### src/rtl/puf_soc_batch_cntrlr_if.sv
// -----------------------------------------------------------------------------
// puf_soc_batch_cntrlr_if
// Handshake and status bundle between the batch controller and its
// surroundings: UART receive/transmit datapath, RO-PUF execution core and the
// host start/abort controls.
//
// Parameters
//   MUX_LENGTH : RO mux inputs per mux (select width SW = clog2(MUX_LENGTH))
//   NUM_CHAL   : challenges per batch (index width IW = max(1, clog2(NUM_CHAL)))
//
// Modports
//   master : host/datapath side, drives the i_* signals, observes the o_* ones
//   slave  : controller side, consumes the i_* signals, drives the o_* ones
// -----------------------------------------------------------------------------
interface puf_soc_batch_cntrlr_if #(
    parameter int unsigned MUX_LENGTH = 16,
    parameter int unsigned NUM_CHAL   = 4
);
    localparam int unsigned SW = $clog2(MUX_LENGTH);
    localparam int unsigned IW = (NUM_CHAL > 1) ? $clog2(NUM_CHAL) : 1;

    // host controls
    logic            i_start;
    logic            i_op_mode;
    logic            i_abort;

    // challenge receive
    logic            i_rx_valid;
    logic [2*SW-1:0] i_rx_data;
    logic            o_rx_ready;

    // execution / transmit / dump completion
    logic            i_exec_done;
    logic            i_tx_done;
    logic            i_dump_done;

    // status and stage enables
    logic [2:0]      o_fsm_state;
    logic            o_dcod_enable;
    logic            o_exec_enable;
    logic            o_tx_enable;
    logic            o_dump_enable;
    logic [SW-1:0]   o_sel_mux_0;
    logic [SW-1:0]   o_sel_mux_1;
    logic [IW-1:0]   o_chal_idx;
    logic            o_batch_done;
    logic            o_timeout;

    modport master (
        output i_start, i_op_mode, i_abort,
        output i_rx_valid, i_rx_data,
        output i_exec_done, i_tx_done, i_dump_done,
        input  o_rx_ready, o_fsm_state,
        input  o_dcod_enable, o_exec_enable, o_tx_enable, o_dump_enable,
        input  o_sel_mux_0, o_sel_mux_1, o_chal_idx,
        input  o_batch_done, o_timeout
    );

    modport slave (
        input  i_start, i_op_mode, i_abort,
        input  i_rx_valid, i_rx_data,
        input  i_exec_done, i_tx_done, i_dump_done,
        output o_rx_ready, o_fsm_state,
        output o_dcod_enable, o_exec_enable, o_tx_enable, o_dump_enable,
        output o_sel_mux_0, o_sel_mux_1, o_chal_idx,
        output o_batch_done, o_timeout
    );
endinterface

### src/rtl/puf_soc_batch_cntrlr.sv
// -----------------------------------------------------------------------------
// puf_soc_batch_cntrlr
// Batch controller for the RO-PUF SoC. Buffers NUM_CHAL challenge words, then
// runs decode -> execute -> transmit (normal mode) or dump (debug mode) for
// each buffered challenge in order. Adds an execute timeout, a per-batch
// latched mode, a synchronous abort and a one-cycle batch-done pulse.
//
// Ports
//   clk  : system clock, rising edge
//   rst  : asynchronous active-high reset
//   bus  : puf_soc_batch_cntrlr_if.slave
//          in : i_start, i_op_mode, i_abort, i_rx_valid, i_rx_data,
//               i_exec_done, i_tx_done, i_dump_done
//          out: o_rx_ready, o_fsm_state, o_dcod/exec/tx/dump_enable,
//               o_sel_mux_0/1, o_chal_idx, o_batch_done, o_timeout
// -----------------------------------------------------------------------------
module puf_soc_batch_cntrlr #(
    parameter int unsigned MUX_LENGTH  = 16,
    parameter int unsigned NUM_CHAL    = 4,
    parameter int unsigned TIMEOUT_CYC = 255
) (
    input  logic                 clk,
    input  logic                 rst,
    puf_soc_batch_cntrlr_if.slave bus
);

    localparam int unsigned SW = $clog2(MUX_LENGTH);
    localparam int unsigned IW = (NUM_CHAL > 1) ? $clog2(NUM_CHAL) : 1;
    localparam int unsigned TW = (TIMEOUT_CYC > 1) ? $clog2(TIMEOUT_CYC) : 1;
    localparam int unsigned DW = 2 * SW;

    localparam logic [IW-1:0] LAST_IDX = IW'(NUM_CHAL - 1);
    localparam logic [TW-1:0] TMO_MAX  = TW'(TIMEOUT_CYC - 1);

    typedef enum logic [2:0] {
        S_IDLE     = 3'd0,
        S_RECEIVE  = 3'd1,
        S_DECODE   = 3'd2,
        S_EXECUTE  = 3'd3,
        S_TRANSMIT = 3'd4,
        S_DUMP     = 3'd5,
        S_DONE     = 3'd6
    } state_t;

    state_t         state;
    state_t         state_nxt;

    // datapath registers
    logic [DW-1:0]  chal_buf [NUM_CHAL];
    logic [IW-1:0]  wr_cnt;
    logic [IW-1:0]  idx;
    logic [TW-1:0]  timer;
    logic           mode;
    logic           timeout;
    logic [SW-1:0]  sel_mux_0;
    logic [SW-1:0]  sel_mux_1;

    // registered stage decodes
    logic           rx_ready;
    logic           dcod_enable;
    logic           exec_enable;
    logic           tx_enable;
    logic           dump_enable;
    logic           batch_done;

    // strobes from the next-state logic
    logic           start_acc;
    logic           buf_wr;
    logic           idx_clr;
    logic           idx_inc;
    logic           tmo_set;
    logic           abort_clr;
    logic           advance;

    // State register
    always_ff @(posedge clk or posedge rst) begin
        if (rst) begin
            state <= S_IDLE;
        end else begin
            state <= state_nxt;
        end
    end

    // Next-state and datapath strobes; abort overrides everything but reset
    always_comb begin
        state_nxt = state;
        start_acc = 1'b0;
        buf_wr    = 1'b0;
        idx_clr   = 1'b0;
        idx_inc   = 1'b0;
        tmo_set   = 1'b0;
        abort_clr = 1'b0;
        advance   = 1'b0;

        unique case (state)
            S_IDLE: begin
                if (bus.i_start) begin
                    state_nxt = S_RECEIVE;
                    start_acc = 1'b1;
                end
            end
            S_RECEIVE: begin
                if (bus.i_rx_valid && rx_ready) begin
                    buf_wr = 1'b1;
                    if (wr_cnt == LAST_IDX) begin
                        state_nxt = S_DECODE;
                        idx_clr   = 1'b1;
                    end
                end
            end
            S_DECODE: begin
                state_nxt = S_EXECUTE;
            end
            S_EXECUTE: begin
                // done beats a timeout landing in the same cycle
                if (bus.i_exec_done) begin
                    state_nxt = mode ? S_DUMP : S_TRANSMIT;
                end else if (timer == TMO_MAX) begin
                    tmo_set = 1'b1;
                    advance = 1'b1;
                end
            end
            S_TRANSMIT: begin
                if (bus.i_tx_done) begin
                    advance = 1'b1;
                end
            end
            S_DUMP: begin
                if (bus.i_dump_done) begin
                    advance = 1'b1;
                end
            end
            S_DONE: begin
                state_nxt = S_IDLE;
            end
            default: begin
                state_nxt = S_IDLE;
            end
        endcase

        // move to the next challenge, or finish the batch
        if (advance) begin
            if (idx == LAST_IDX) begin
                state_nxt = S_DONE;
            end else begin
                state_nxt = S_DECODE;
                idx_inc   = 1'b1;
            end
        end

        if (bus.i_abort && (state != S_IDLE)) begin
            state_nxt = S_IDLE;
            start_acc = 1'b0;
            buf_wr    = 1'b0;
            idx_clr   = 1'b0;
            idx_inc   = 1'b0;
            tmo_set   = 1'b0;
            abort_clr = 1'b1;
        end
    end

    // Stage enables registered from the next state so they track the state
    // register cycle for cycle
    always_ff @(posedge clk or posedge rst) begin
        if (rst) begin
            rx_ready    <= 1'b0;
            dcod_enable <= 1'b0;
            exec_enable <= 1'b0;
            tx_enable   <= 1'b0;
            dump_enable <= 1'b0;
            batch_done  <= 1'b0;
        end else begin
            rx_ready    <= (state_nxt == S_RECEIVE);
            dcod_enable <= (state_nxt == S_DECODE);
            exec_enable <= (state_nxt == S_EXECUTE);
            tx_enable   <= (state_nxt == S_TRANSMIT);
            dump_enable <= (state_nxt == S_DUMP);
            batch_done  <= (state_nxt == S_DONE);
        end
    end

    // Challenge buffer; contents are don't-care until written
    always_ff @(posedge clk) begin
        if (buf_wr) begin
            chal_buf[wr_cnt] <= bus.i_rx_data;
        end
    end

    // Counters, latched mode, sticky timeout and mux selects
    always_ff @(posedge clk or posedge rst) begin
        if (rst) begin
            wr_cnt    <= '0;
            idx       <= '0;
            timer     <= '0;
            mode      <= 1'b0;
            timeout   <= 1'b0;
            sel_mux_0 <= '0;
            sel_mux_1 <= '0;
        end else begin
            if (start_acc) begin
                mode    <= bus.i_op_mode;
                wr_cnt  <= '0;
                timeout <= 1'b0;
            end

            if (buf_wr) begin
                wr_cnt <= wr_cnt + IW'(1);
            end

            if (idx_clr) begin
                idx <= '0;
            end else if (idx_inc) begin
                idx <= idx + IW'(1);
            end

            // selects load at the closing edge of DECODE, timer restarts
            if ((state == S_DECODE) && !abort_clr) begin
                sel_mux_0 <= chal_buf[idx][SW-1:0];
                sel_mux_1 <= chal_buf[idx][DW-1:SW];
                timer     <= '0;
            end else if (state == S_EXECUTE) begin
                timer <= timer + TW'(1);
            end

            if (tmo_set) begin
                timeout <= 1'b1;
            end

            if (abort_clr) begin
                wr_cnt <= '0;
                idx    <= '0;
                timer  <= '0;
            end
        end
    end

    assign bus.o_fsm_state   = state;
    assign bus.o_rx_ready    = rx_ready;
    assign bus.o_dcod_enable = dcod_enable;
    assign bus.o_exec_enable = exec_enable;
    assign bus.o_tx_enable   = tx_enable;
    assign bus.o_dump_enable = dump_enable;
    assign bus.o_batch_done  = batch_done;
    assign bus.o_sel_mux_0   = sel_mux_0;
    assign bus.o_sel_mux_1   = sel_mux_1;
    assign bus.o_chal_idx    = idx;
    assign bus.o_timeout     = timeout;

endmodule

### src/flat_wrapper.sv
// flat-port wrapper written by rule: the top's interface ports become plain ports
module puf_soc_batch_cntrlr_flat 
#(
    parameter int unsigned MUX_LENGTH  = 16,
    parameter int unsigned NUM_CHAL    = 4,
    parameter int unsigned TIMEOUT_CYC = 255
)
  (clk, rst, bus_i_start, bus_i_op_mode, bus_i_abort, bus_i_rx_valid, bus_i_rx_data, bus_i_exec_done, bus_i_tx_done, bus_i_dump_done, bus_o_rx_ready, bus_o_fsm_state, bus_o_dcod_enable, bus_o_exec_enable, bus_o_tx_enable, bus_o_dump_enable, bus_o_sel_mux_0, bus_o_sel_mux_1, bus_o_chal_idx, bus_o_batch_done, bus_o_timeout);
  puf_soc_batch_cntrlr_if #(.MUX_LENGTH(MUX_LENGTH), .NUM_CHAL(NUM_CHAL)) bus_i ();
  input  logic clk;
  input  logic rst;
  input wire logic [$bits(bus_i.i_start)-1:0] bus_i_start;
  input wire logic [$bits(bus_i.i_op_mode)-1:0] bus_i_op_mode;
  input wire logic [$bits(bus_i.i_abort)-1:0] bus_i_abort;
  input wire logic [$bits(bus_i.i_rx_valid)-1:0] bus_i_rx_valid;
  input wire logic [$bits(bus_i.i_rx_data)-1:0] bus_i_rx_data;
  input wire logic [$bits(bus_i.i_exec_done)-1:0] bus_i_exec_done;
  input wire logic [$bits(bus_i.i_tx_done)-1:0] bus_i_tx_done;
  input wire logic [$bits(bus_i.i_dump_done)-1:0] bus_i_dump_done;
  output wire logic [$bits(bus_i.o_rx_ready)-1:0] bus_o_rx_ready;
  output wire logic [$bits(bus_i.o_fsm_state)-1:0] bus_o_fsm_state;
  output wire logic [$bits(bus_i.o_dcod_enable)-1:0] bus_o_dcod_enable;
  output wire logic [$bits(bus_i.o_exec_enable)-1:0] bus_o_exec_enable;
  output wire logic [$bits(bus_i.o_tx_enable)-1:0] bus_o_tx_enable;
  output wire logic [$bits(bus_i.o_dump_enable)-1:0] bus_o_dump_enable;
  output wire logic [$bits(bus_i.o_sel_mux_0)-1:0] bus_o_sel_mux_0;
  output wire logic [$bits(bus_i.o_sel_mux_1)-1:0] bus_o_sel_mux_1;
  output wire logic [$bits(bus_i.o_chal_idx)-1:0] bus_o_chal_idx;
  output wire logic [$bits(bus_i.o_batch_done)-1:0] bus_o_batch_done;
  output wire logic [$bits(bus_i.o_timeout)-1:0] bus_o_timeout;
  assign bus_i.i_start = bus_i_start;
  assign bus_i.i_op_mode = bus_i_op_mode;
  assign bus_i.i_abort = bus_i_abort;
  assign bus_i.i_rx_valid = bus_i_rx_valid;
  assign bus_i.i_rx_data = bus_i_rx_data;
  assign bus_i.i_exec_done = bus_i_exec_done;
  assign bus_i.i_tx_done = bus_i_tx_done;
  assign bus_i.i_dump_done = bus_i_dump_done;
  assign bus_o_rx_ready = bus_i.o_rx_ready;
  assign bus_o_fsm_state = bus_i.o_fsm_state;
  assign bus_o_dcod_enable = bus_i.o_dcod_enable;
  assign bus_o_exec_enable = bus_i.o_exec_enable;
  assign bus_o_tx_enable = bus_i.o_tx_enable;
  assign bus_o_dump_enable = bus_i.o_dump_enable;
  assign bus_o_sel_mux_0 = bus_i.o_sel_mux_0;
  assign bus_o_sel_mux_1 = bus_i.o_sel_mux_1;
  assign bus_o_chal_idx = bus_i.o_chal_idx;
  assign bus_o_batch_done = bus_i.o_batch_done;
  assign bus_o_timeout = bus_i.o_timeout;
  puf_soc_batch_cntrlr #(.MUX_LENGTH(MUX_LENGTH), .NUM_CHAL(NUM_CHAL), .TIMEOUT_CYC(TIMEOUT_CYC)) u_core (.clk(clk), .rst(rst), .bus(bus_i));
endmodule
### config.mk
export PLATFORM = sky130hd
export DESIGN_NAME = puf_soc_batch_cntrlr_flat
export DESIGN_NICKNAME = d
export VERILOG_FILES = /design/src/rtl/puf_soc_batch_cntrlr_if.sv /design/src/rtl/puf_soc_batch_cntrlr.sv /design/src/flat_wrapper.sv
export SDC_FILE = /design/constraint.sdc
export NUM_CORES = 1
export LEC_CHECK = 0
export BUFFER_PORTS_ARGS = -buffer_cell sky130_fd_sc_hd__buf_4
export CAP_MARGIN = 30
export CORE_ASPECT_RATIO = 1.75
export CORE_MARGIN = 8
export CORE_UTILIZATION = 57
export CTS_CLUSTER_DIAMETER = 40
export DETAILED_ROUTE_END_ITERATION = 16
export PLACE_DENSITY = 0.79
export SLEW_MARGIN = 20
export SYNTH_ARGS = -nofsm -noshare
export SYNTH_HDL_FRONTEND = slang
export SYNTH_SLANG_ARGS = --single-unit
### constraint.sdc
create_clock -name clk -period 2.65 [get_ports clk]
set_input_delay 0.6625 -clock clk [delete_from_list [all_inputs] [get_ports clk]]
set_output_delay 0.6625 -clock clk [all_outputs]
set_load 0.05 [all_outputs]
* After elaboration in Yosys (flattened, before gate mapping)
Memories as Yosys holds them, arrays and structs flattened. A register that Yosys moved wholly into a read port is not among the register bits.
Index checks and enable logic that the tools add are counted.
** Cells by class
- Shifts and indexed selects :: 0
- Equal/unequal tests :: 14
- $mul :: 0
- Bitwise gates (word level) :: 0
- Muxes and demuxes :: 43
- Reduce and logical (&&, ||, !) cells :: 11
- Divide/modulo/power cells :: 0
- Add/sub/neg operators :: 3
- Order comparisons :: 0
** Operators by type and width (count)
- $mux W1 :: 25
- $mux W8 :: 3
- $mux W3 :: 7
- $eq A3 B3 Y1 const B :: 5
- $pmux W3 S5 :: 1
- $eq A3 B2 Y1 const B :: 4
- $mux W2 :: 6
- $reduce_bool A3 Y1 :: 4
- $add A8 B1 Y8 const B :: 1
- $eq A8 B8 Y1 const B :: 1
- $eq A3 B1 Y1 const B :: 2
- $add A2 B1 Y2 const B :: 2
- $eq A2 B2 Y1 const B :: 2
- $logic_and A1 B1 Y1 :: 3
- $logic_not A3 Y1 :: 1
- $pmux W1 S3 :: 1
- $reduce_bool A2 Y1 :: 1
- $reduce_or A2 Y1 :: 1
- $logic_not A1 Y1 :: 1
** Storage, ports and cells
- Input port bits :: 17
- Word-level logic and storage cells :: 84
- Register bits after elaboration :: 23
- Memory bits (read-only) :: 0
- Latch bits :: 0
- RAM bits :: 32
- Memories kept :: 1
- Output and inout bits :: 20
** Memory list
- u_core.chal_buf :: words 4, bits a word 8, rd ports 1, clocked after memory_dff 1, wr ports 1, line puf_soc_batch_cntrlr.sv:49 : logic [DW-1:0] chal_buf [NUM_CHAL];

* Logic depth before layout (Yosys ltp)
Gate-level depths: netlist of the first run.
- Depth after elaboration :: 9
- Gate-level depth with buffers :: 7
- Depth with buffers taken out :: 7

* Least setup slack after synthesis of the first run
OpenSTA, ideal clock, no wires.
- Path type :: register -> register
- Start :: reg u_core.state[1] (netlist: u_core.bus.o_fsm_state[1])
- End :: mem u_core.chal_buf[3][0] (netlist name) (enable)
- Path slack :: 0.295 ns
- Stages on the path, launching flop included :: 6
- Data required time :: 2.267 ns
- Setup time :: 0.383 ns
- Arrival :: 1.971 ns
- Path buffers :: 2
- Period minus slack after synthesis :: 2.355 ns
- Cell sequence :: dfrtp_1 buf_4 nor3_4 nor2b_1 clkbuf_1 nor3_1
** Between the ends
- Word-level cells in the longest chain between the ends :: 5
- Elaborated cells between the ends (all ways) :: 7
- Those cells by class :: eq/ne (1); mux (4); reduce/logical (2)
** RTL lines
- from (decl) :: line puf_soc_batch_cntrlr.sv:45 : state_t state;
- from (signal assigned) :: line puf_soc_batch_cntrlr.sv:80 : state <= state_nxt;
- $eq A3 B1 Y1 / $reduce_bool A3 Y1 (equally long branches) :: line puf_soc_batch_cntrlr.sv:95, puf_soc_batch_cntrlr.sv:151
- $mux W1 / $logic_and A1 B1 Y1 (equally long branches) :: line puf_soc_batch_cntrlr.sv:95, puf_soc_batch_cntrlr.sv:151
- $mux W1 (*) :: line puf_soc_batch_cntrlr.sv:151 : if (bus.i_abort && (state != S_IDLE)) begin
- $mux W1 (*) :: line puf_soc_batch_cntrlr.sv:184 : if (buf_wr) begin
- $mux W1 (not written as such) (*) :: line puf_soc_batch_cntrlr.sv:185 : chal_buf[wr_cnt] <= bus.i_rx_data;
- to (decl) :: line puf_soc_batch_cntrlr.sv:49
Every way passes the cells marked *; elsewhere a longest branch is shown, timed or not.

* Final worst setup path of the first run
- Start :: reg u_core.state[1] (netlist: u_core.bus.o_fsm_state[1])
- End :: mem u_core.chal_buf[2][1] (netlist name) (enable)
Same word-level chain as after synthesis.

==> results of run 1 <==
==> synth_stat cells, types with 4 or more instances <==
library cell,n
inv_1,5
mux2_2,10
nor2_1,16
nand2_1,9
nor3_1,5
mux4_2,8
xor2_1,6
and3_1,7
ha_1,7
dfrtp_1,31
nor2b_1,4
edfxtp_1,32
==> worst max-delay path by stage <==
stage / from / to / slack, ns / cells past startpoint
finish: u_core.bus.o_fsm_state[1] / u_core.chal_buf[2][1] / 0.51 / 3
global route: u_core.bus.o_fsm_state[0] / u_core.chal_buf[2][5] / 0.33 / 3
CTS: u_core.bus.o_fsm_state[1] / u_core.chal_buf[2][1] / 0.51 / 3
detailed placement: bus_i_rx_valid / u_core.chal_buf[2][4] / 0.50 / 4
global placement: bus_i_rx_valid / u_core.chal_buf[2][4] / 0.64 / 4
floorplan: u_core.bus.o_fsm_state[1] / u_core.chal_buf[3][0] / 0.30 / 5
==> cell families (layout without fill, tap and decap cells) <==
logic type	Yosys count	after routing	share of synthesized area
AO/OA/AOI/OAI	13	13	0.0383
flip-flops	63	63	0.632
multiplexers	20	20	0.114
AND/OR/NAND/NOR	59	59	0.130
XOR/XNOR	8	8	0.0255
adder cells (fa/ha/maj)	7	7	0.0319
buffers and inverters	13	61	0.0282
==> stage by stage <==
stage	std cells	setup WS (ns)	area, µm²	hold slack [ns]	utilization
6_report	283	0.509	3230	0.404	0.692
5_1_grt	283	0.331	3230	0.437	0.692
4_1_cts	283	0.512	3230	0.407	0.692
3_5_place_dp	267	0.502	3050	0.499	0.655
3_3_place_gp	267	0.637	3050	0.479	0.655
2_1_floorplan	183	0.295	2750	0.480	-
==> final cells by class <==
type                            count  area share
Clock buffer                        9      0.0384
Clock inverter                      7      0.0151
Inverter                            5     0.00582
Multi-Input combinational cell    107       0.289
Sequential cell                    63       0.538
Tap cell                           52      0.0202
Timing Repair Buffer               40      0.0931
==> report_power, final <==
part           switching (mW)  internal, mW  leakage [nW]  total [mW]
logic                   0.331         0.205         0.590       0.535
clock network           0.382         0.339        0.0894       0.722
registers              0.0823          1.12         0.714        1.21
total                   0.795          1.67          1.39        2.46
==> registers in the layout (all words and copies together) (netlist names) <==
| register | flops |
|---|---|
| u_core.bus.o_exec_enable | 1 |
| u_core.bus.o_fsm_state | 3 |
| u_core.bus.o_timeout | 1 |
| u_core.bus.o_chal_idx | 2 |
| u_core.bus.o_sel_mux_0 | 4 |
| u_core.bus.o_dump_enable | 1 |
| u_core.bus.o_rx_ready | 1 |
| u_core.bus.o_batch_done | 1 |
| u_core.chal_buf | 32 |
| u_core.bus.o_tx_enable | 1 |
| u_core.timer | 8 |
| u_core.wr_cnt | 2 |
| u_core.bus.o_dcod_enable | 1 |
| u_core.bus.o_sel_mux_1 | 4 |
| u_core.mode | 1 |
==> per-layer routing <==
layer  track usage  part of all wire  up-vias
li1              -                 -      758
met1         0.180              0.38      812
met2         0.253              0.53       49
met3        0.0563             0.061       15
met4        0.0943             0.028        0
met5             0                 0        -
==> critical path, stage by stage (launching register included) <==
cell	delay, ns
dfrtp_1	0.52
nand2b_1	0.23
nor3_1	0.53
and3_1	0.51
==> metrics.md, run 1 <==
| Metric | Value |
|---|---|
| Status | `completed` |
| Worst-Skew Late Latency | `0.34 ns` |
| DRC Markers | `0` |
| Cells after Synth | `between 150 and 200` |
| Die H | `108 µm` |
| Final Critical Period | `2.14 ns` |
| Clk slew on worst S/H paths | `around 0.07 ns` |
| Final setup violation count | `0` |
| Commonest non-fill, non-tap cell in the layout | `buf_4` |
| Die Span X | `68.5 µm` |
| Drt pass-1 iters | `4` |
| Vias | `~1600` |
| # port buffers | `36` |
| CTS resizes | `0` |
| Top FF cell, synth | `edfxtp_1` |
| Mapped Avg Cell Area | `15.0 µm²` |
| Fmax | `467 MHz` |
| Final net count | `250` |
| Top cells by area, synth | `edfxtp_1 (35%), dfrtp_1 (28%), mux4_2 (6.6%)` |
| Post-DR wirelength/cell | `between 15 and 20 µm` |
| Die Area | `0.00739 mm²` |
| Slew Viols, Final | `0` |
| Area growth syn-to-layout | `17.4%` |
| N_diodes | `0` |
| Footprint of the multi-input gates | `933 µm²` |
| CTS buffer count | `9` |
| Largest net degree at the start of global routing | `32` |
| Synth warn | `0` |
| Post-cts hold buffer count | `0` |
| Worst Path Required | `~2.7 ns` |
| GP Congestion | `0.832` |
| Post-Synthesis Cell Area | `0.00275 mm²` |
| Tightest Pin Transition | `roughly 0.62 ns` |
| Synth Net Count | `207` |
| 1st-iter DRT viols | `80` |
| WS Path Type | `reg -> reg` |
| CP Launch Type | `register` |
| Worst r2r path cells | `3` |
| Total clock sinks | `63` |
| Ys async rst share | `0.492` |
| Reg area | `0.00174 mm²` |
| Critical Path AT | `2.14 ns` |
| Maximum fanout along the worst path | `11` |
| Gr usage total | `0.161` |
| Crit. End Element | `register` |
| Starting density of the core | `0.589` |
| RSZ-0062 raised after global routing | `false` |
| Clock Tree Buf Depth | `2` |
| Fin. Hold Viols | `0` |
| Proportion of layout cells with a drive suffix above 1 | `0.359` |
| Core area | `0.00467 mm²` |
| Worst Skew | `0.00617 ns` |
| Sequential element share of the synthesized area | `0.632` |
| Synth Register Bits | `between 60 and 70` |
| Initial antenna violation count | `0` |
| Drt via density | `5.77` |
| Pleak | `1.39 nW` |
| Period utilization | `0.808` |
| Post-route ant nets | `0` |
| CTS tree | `yes` |
| Maximum VDD drop | `704 µV` |
| Commonest non-fill, non-tap cells in the layout | `buf_4 (40), edfxtp_1 (32), dfrtp_1 (31)` |
| Yosys cell types | `44` |
| I/O pins | `37` |
| Hold crit path type | `in -> async` |
| First-pass GRT wire length | `around 8700 µm` |
| Detail Placement HPWL | `3810 µm` |
| Vias in the first global route | `roughly 1800` |
| Max-Cap Viols | `0` |
| Rel. slew slack | `0.586` |
| Clock root buffer | `clkbuf_8` |
| Post-synth EDFFs | `32` |
| Pwr dens | `~760 mW/mm²` |
| Reg-to-reg startpoint | `u_core.bus.o_fsm_state[1]` |
| Area leader, netlist | `edfxtp_1` |
| Number of post-CTS setup repair buffers | `0` |
| Overall power | `2.46 mW` |
| Final global-route overflow total | `0` |
| TNS Setup | `0 ns` |
| Yosys top cell area share | `0.350` |
| Rows | `33` |
| Filler cells | `317` |
| Internal reg-to-reg setup slack | `0.51 ns` |
| FF-to-FF End | `u_core.chal_buf[2][1]` |
| CTS HTree Levels | `3` |
| Routed WL | `about 5200 µm` |
No activity file was read; power rests on OpenSTA's default activity.
==> run 2: changes to the inputs <==
--- a/config.mk
+++ b/config.mk
@@ -5,6 +5,7 @@
 export SDC_FILE = /design/constraint.sdc
 export NUM_CORES = 1
 export LEC_CHECK = 0
+export ABC_AREA = 1
 export BUFFER_PORTS_ARGS = -buffer_cell sky130_fd_sc_hd__buf_4
 export CAP_MARGIN = 30
 export CORE_ASPECT_RATIO = 1.75
==> constraint.sdc (replaced) <==
create_clock -name clk -period 2 [get_ports clk]
set_input_delay 0.5 -clock clk [delete_from_list [all_inputs] [get_ports clk]]
set_output_delay 0.5 -clock clk [all_outputs]
set_load 0.05 [all_outputs]
==> metrics.md, run 2 <==
| Metric | Value |
|---|---|
| Status | `completed` |
| Mapped Avg Cell Area | `9.80 µm²` |
| Core area | `about 0.0049 mm²` |
| CTS tree | `yes` |
| Commonest non-fill, non-tap cells in the layout | `nor2_1 (65), buf_4 (45), nand2_1 (37)` |
| Internal power | `2.82 mW` |
| Cell Area, Placed | `0.00328 mm²` |
| Proportion of layout cells with a drive suffix above 1 | `0.259` |
| Die H | `111 µm` |
| DRC Markers | `0` |
| Final Critical Period | `1.74 ns` |
| Vias | `2223` |
| Number of post-CTS setup repair buffers | `0` |
| Starting density of the core | `0.590` |
| CTS resizes | `0` |
| CTS buffer count | `9` |
| GP Congestion | `0.914` |
| Initial antenna violation count | `0` |
| N_diodes | `0` |
| Top cells by area, synth | `edfxtp_1 (33%), dfrtp_1 (27%), nor2_1 (8.4%)` |
| Post-synth EDFFs | `32` |
| Fin. Hold Viols | `0` |
| RSZ-0062 raised after global routing | `false` |
| Die Span X | `70.0 µm` |
| Hold crit path type | `in -> async` |
| Critical Path AT | `1.78 ns` |
| Worst hold slack | `roughly 0.25 ns` |
| Design area | `0.00349 mm²` |
| Final setup violation count | `0` |
| # port buffers | `36` |
| Worst Path Required | `2.05 ns` |
| Dpl ws | `0.290 ns` |
| Critical Path End | `u_core.chal_buf[1][0]` |
| Worst r2r path cells | `7` |
| Tightest Pin Transition | `0.675 ns` |
| Biggest register | `u_core.chal_buf` |
| Sequential element share of the synthesized area | `0.596` |
| Yosys cell types | `25` |
| 1st-iter DRT viols | `89` |
| FF-to-FF End | `u_core.chal_buf[1][0]` |
| Final global-route overflow total | `0` |
| Synth Register Bits | `63` |
| Maximum VDD drop | `998 µV` |
| CP Launch Type | `register` |
| Rel. slew slack | `0.547` |
| Synth warn | `0` |
| Post-DR wirelength/cell | `about 15 µm` |
| Clk slew on worst S/H paths | `approximately 0.070 ns` |
| Max reg flops | `32` |
| Total clock sinks | `63` |
| Worst Skew | `0.00821 ns` |
| Pleak | `1.57 nW` |
| Internal reg-to-reg setup slack | `between 0.2 and 0.3 ns` |
| Sw Pwr | `2.06 mW` |
| Drt via density | `about 5.5` |
| I/O pins | `37` |
| Worst-Skew Late Latency | `0.34 ns` |
| First-pass GRT wire length | `10500 µm` |
| Clock root buffer | `clkbuf_8` |
| Largest net degree at the start of global routing | `32` |
| Detail Placement HPWL | `between 4000 and 5000 µm` |
| Final net count | `370` |
| CTS HTree Levels | `3` |
| Slew Viols, Final | `0` |
| Die Area | `0.00774 mm²` |
| Clk pwr share | `0.232` |
| Clock Tree Buf Depth | `2` |
| Sw frac | `0.422` |
| Gr usage total | `0.171` |
| Fmax | `576 MHz` |
| Drt pass-1 iters | `4` |
| Period utilization | `0.869` |
| Vias in the first global route | `2287` |
| Comb pwr share | `0.419` |
| Count leader, synth | `nor2_1` |
| Area leader, netlist | `edfxtp_1` |
| Yosys top cell area share | `0.330` |
| Maximum fanout along the worst path | `10` |
| Routed WL | `between 6000 and 7000 µm` |
| Commonest non-fill, non-tap cell in the layout | `nor2_1` |
| Final worst slack | `approximately 0.26 ns` |
| Area growth syn-to-layout | `19.7%` |
| WS Path Type | `reg -> reg` |
| Crit. End Element | `register` |
| Cells after Synth | `~300` |
| Largest regs | `u_core.chal_buf x32, u_core.timer x8` |
| Pwr dens | `1400 mW/mm²` |
| Post-Synthesis Cell Area | `roughly 0.0029 mm²` |
| Post-synth top cells | `nor2_1 (65), nand2_1 (37), edfxtp_1 (32)` |
| Top FF cell, synth | `edfxtp_1` |
| Synth Net Count | `321` |
| Post-route ant nets | `0` |
| Max-Cap Viols | `0` |
| Part of the power in registers | `0.349` |
| Reg-to-reg startpoint | `u_core.bus.o_fsm_state[0]` |
| Rows | `34` |
| Worst Setup SP | `u_core.bus.o_fsm_state[0]` |
| Post-cts hold buffer count | `0` |
| Ys async rst share | `0.492` |
## run 2: how the worst min path moves through the flow
stage | from | end | slack (ns) | cells past startpoint
4_1_cts | rst | u_core.bus.o_dump_enable | 0.26 | 3
2_1_floorplan | u_core.timer[5] | u_core.timer[5] | 0.46 | 2
5_1_grt | rst | u_core.bus.o_tx_enable | 0.28 | 3
3_3_place_gp | u_core.timer[5] | u_core.timer[5] | 0.48 | 2
3_5_place_dp | u_core.timer[5] | u_core.timer[5] | 0.50 | 2
6_report | rst | u_core.bus.o_chal_idx[0] | 0.25 | 3
## run 2: final cells by class
class | count | area [µm²]
tap | 54 | 67.6
timing repair buffer | 45 | 338
fill | 368 | 1450
clock inverter | 5 | 56.3
clock buffer | 11 | 151
inverter | 29 | 109
multi-input combinational | 198 | 1030
sequential | 63 | 1740
## run 2: stage by stage
stage | std cells | util | TNS [ns] | power [mW]
after floorplan | 297 | - | -0.815 | 3.21
after global placement | 389 | 0.664 | 0 | 3.75
after detailed placement | 389 | 0.664 | 0 | 3.78
after CTS | 405 | 0.706 | 0 | 4.91
after global routing | 405 | 0.706 | 0 | 5.16
final | 405 | 0.706 | 0 | 4.88
## run 2: kinds of logic (layout without fill, tap and decap cells)
logic type / count (synthesis) / count (layout) / share of synthesized area
buffers and inverters: 36 / 90 / 0.0524
adder cells (fa/ha/maj): 7 / 7 / 0.0301
AND/OR/NAND/NOR: 150 / 150 / 0.243
flip-flops: 63 / 63 / 0.596
AO/OA/AOI/OAI: 41 / 41 / 0.0782
## run 2: worst max-delay path: stages (launching register included)
cell and delay [ns]:
dfrtp_1 0.51, nor2_2 0.15, buf_4 0.14, nand2_2 0.07, nand2_4 0.14, nand2_1 0.12
nor2_1 0.12, buf_4 0.18
## run 2: metal layers
| layer | track usage | share of wire | vias to the layer above |
|---|---|---|---|
| met5 | 0 | 0 | - |
| met4 | 0.101 | 0.040 | 0 |
| met3 | 0.0582 | 0.055 | 24 |
| met2 | 0.307 | 0.55 | 66 |
| met1 | 0.160 | 0.35 | 1041 |
| li1 | - | - | 1092 |
## run 2: power by group through the flow
stage	combinational (mW)	sequential, mW	clock, mW
2_1_floorplan	1.01	2.21	0
6_report	2.04	1.70	1.13
4_1_cts	2.06	1.71	1.15
3_3_place_gp	2.03	1.72	0
5_1_grt	2.23	1.73	1.20
3_5_place_dp	2.05	1.73	0
==> run 3: changes to the inputs <==
--- a/config.mk
+++ b/config.mk
@@ -6,6 +6,7 @@
 export NUM_CORES = 1
 export LEC_CHECK = 0
 export ABC_AREA = 1
+export ABC_CLOCK_PERIOD_IN_PS = 2000
 export BUFFER_PORTS_ARGS = -buffer_cell sky130_fd_sc_hd__buf_4
 export CAP_MARGIN = 30
 export CORE_ASPECT_RATIO = 1.75
@@ -13,6 +14,7 @@
 export CORE_UTILIZATION = 57
 export CTS_CLUSTER_DIAMETER = 40
 export DETAILED_ROUTE_END_ITERATION = 16
+export GPL_TIMING_DRIVEN = 1
 export PLACE_DENSITY = 0.79
 export SLEW_MARGIN = 20
 export SYNTH_ARGS = -nofsm -noshare
==> constraint.sdc (replaced) <==
create_clock -name clk -period 2 [get_ports clk]
set_input_delay 0.2 -clock clk [delete_from_list [all_inputs] [get_ports clk]]
set_output_delay 0.2 -clock clk [all_outputs]
set_load 0.05 [all_outputs]
==> metrics.md, run 3 (synthesis results as in run 2) <==
| Metric | Value |
|---|---|
| Status | `completed` |
| Largest regs | `u_core.chal_buf x32, u_core.timer x8` |
| WS Path Type | `reg -> reg` |
| Fin. Hold Viols | `0` |
| Final setup violation count | `0` |
| CTS buffer count | `9` |
| Clk slew on worst S/H paths | `0.07 ns` |
| Die H | `approximately 110 µm` |
| Crit path buf inv count | `0` |
| CP Launch Type | `register` |
| Fin util | `0.705` |
| Initial antenna violation count | `0` |
| Sw frac | `0.425` |
| Clock Tree Buf Depth | `2` |
| Crit-path cells | `nand3_1 > nor3_2` |
| Worst hold slack | `0.0681 ns` |
| Slew Viols, Final | `0` |
| Clk pwr share | `0.222` |
| # port buffers | `36` |
| Tightest Pin Transition | `0.691 ns` |
| Gr usage total | `0.167` |
| Commonest non-fill, non-tap cells in the layout | `nor2_1 (65), buf_4 (45), nand2_1 (37)` |
| First-pass GRT wire length | `between 10000 and 15000 µm` |
| Vias in the first global route | `roughly 2200` |
| Maximum fanout along the worst path | `10` |
| Hold crit path type | `in -> reg` |
| Post-route ant nets | `0` |
| Overall power | `4.84 mW` |
| Biggest register | `u_core.chal_buf` |
| Pwr dens | `around 1400 mW/mm²` |
| CTS resizes | `0` |
| Rel. slew slack | `0.537` |
| N_diodes | `0` |
| Comb pwr share | `0.427` |
| Commonest non-fill, non-tap cell in the layout | `nor2_1` |
| Worst-Skew Late Latency | `0.34 ns` |
| Cell Area, Placed | `about 0.0033 mm²` |
| Fmax | `568 MHz` |
| Die Area | `0.00774 mm²` |
| Internal power | `2.79 mW` |
| Core area | `a little under 0.005 mm²` |
| CTS tree | `yes` |
| Total clock sinks | `between 60 and 70` |
| Sw Pwr | `slightly above 2 mW` |
| GP Congestion | `~0.9` |
| Largest net degree at the start of global routing | `32` |
| Final global-route overflow total | `0` |
| Worst Path Required | `roughly 2.0 ns` |
| Final Critical Period | `1.76 ns` |
| Proportion of layout cells with a drive suffix above 1 | `0.250` |
| Slowest stage delay, CP | `between 0.6 and 0.7 ns` |
| Crit. End Element | `register` |
| Post-DR wirelength/cell | `15.4 µm` |
| Critical Path AT | `1.72 ns` |
| Period utilization | `0.880` |
| Rows | `34` |
| Drt via density | `5.51` |
| Max reg flops | `32` |
| Starting density of the core | `0.590` |
| I/O pins | `37` |
| Maximum VDD drop | `1120 µV` |
| Max-Cap Viols | `0` |
| Final net count | `371` |
| DRC Markers | `0` |
| Area growth syn-to-layout | `19.5%` |
| Worst Skew | `0.00949 ns` |
| Detail Placement HPWL | `~4600 µm` |
| Part of the power in registers | `0.351` |
| RSZ-0062 raised after global routing | `false` |
| Routed WL | `roughly 6300 µm` |
| 1st-iter DRT viols | `approximately 120` |
| Clock root buffer | `clkbuf_8` |
| Vias | `2236` |
| CTS HTree Levels | `3` |
| Pleak | `1.56 nW` |
| Design area | `0.00348 mm²` |
| CP max stage cell | `nor3_2` |
| Drt pass-1 iters | `4` |
| Die Span X | `roughly 70 µm` |
| Crit path max-delay family | `simple AND/OR/NAND/NOR gates` |
-- run 3: cell types whose count changed in the layout (fill, tap and decap cells not counted) --
cell | previous run | this run
clkbuf_8 | 11 | 10
clkbuf_1 | 0 | 2
clkinv_4 | 1 | 0
dlygate4sd3_1 | 0 | 1
clkinv_1 | 0 | 1
clkinv_2 | 2 | 1
-- run 3: cell type report --
cell class | instances | area, µm²
clock buffers | 12 | 145
clock inverters | 4 | 46.3
fillers | 383 | 1460
inverters | 29 | 109
multi-input cells | 198 | 1030
flip-flops and latches | 63 | 1740
well taps | 54 | 67.6
repair buffers | 46 | 348
-- run 3: repair_timing --
item | in CTS | in global routing
endpoints found under the setup margin | 0 | 0
buffers inserted | 0 | 0
hold buffers | 1 | 0
endpoints found under the hold margin | 31 | 0
-- run 3: worst paths after layout --
kind / from / to / slack, ns / cells past startpoint
hold / removal: bus_i_rx_data[0] / u_core.chal_buf[3][0] / 0.07 / 1
hold reg to reg: u_core.timer[5] / u_core.timer[5] / 0.51 / 2
setup reg to reg: u_core.bus.o_fsm_state[0] / u_core.chal_buf[3][6] / 0.24 / 2
setup / recovery: u_core.bus.o_fsm_state[0] / u_core.chal_buf[3][6] / 0.24 / 2
min in group asynchronous: rst / u_core.bus.o_sel_mux_0[0] / 0.52 / 4
max in group asynchronous: rst / u_core.bus.o_batch_done / 1.16 / 4
-- run 3: layer usage --
metal | wire length, µm | part of all wire | up-vias | GRT usage
li1 | - | - | 1096 | -
met1 | 2250 | 0.36 | 1058 | 0.158
met2 | 3470 | 0.55 | 63 | 0.296
met3 | 317 | 0.051 | 19 | 0.0556
met4 | 227 | 0.036 | 0 | 0.106
met5 | 0 | 0 | - | 0
-- run 3: worst reg2reg max path, cell delays in order, from the launching register on --
cell and delay [ns]:
dfrtp_1 0.56, nand3_1 0.20, nor3_2 0.63
-- run 3: power by group through the flow --
stage               clock network (mW)  logic [mW]  registers (mW)
finish                            1.07        2.07            1.70
global route                      1.14        2.26            1.73
CTS                               1.10        2.07            1.70
detailed placement                   0        2.06            1.73
global placement                     0        2.03            1.72
floorplan                            0        1.01            2.21
-- run 3: through the flow --
stage	setup WS, ns	TNS, ns	std cells
after floorplan	-0.0339	-0.815	297
after global placement	0.320	0	389
final	0.241	0	406
after global routing	0.0940	0	406
after detailed placement	0.263	0	389
after CTS	0.257	0	406
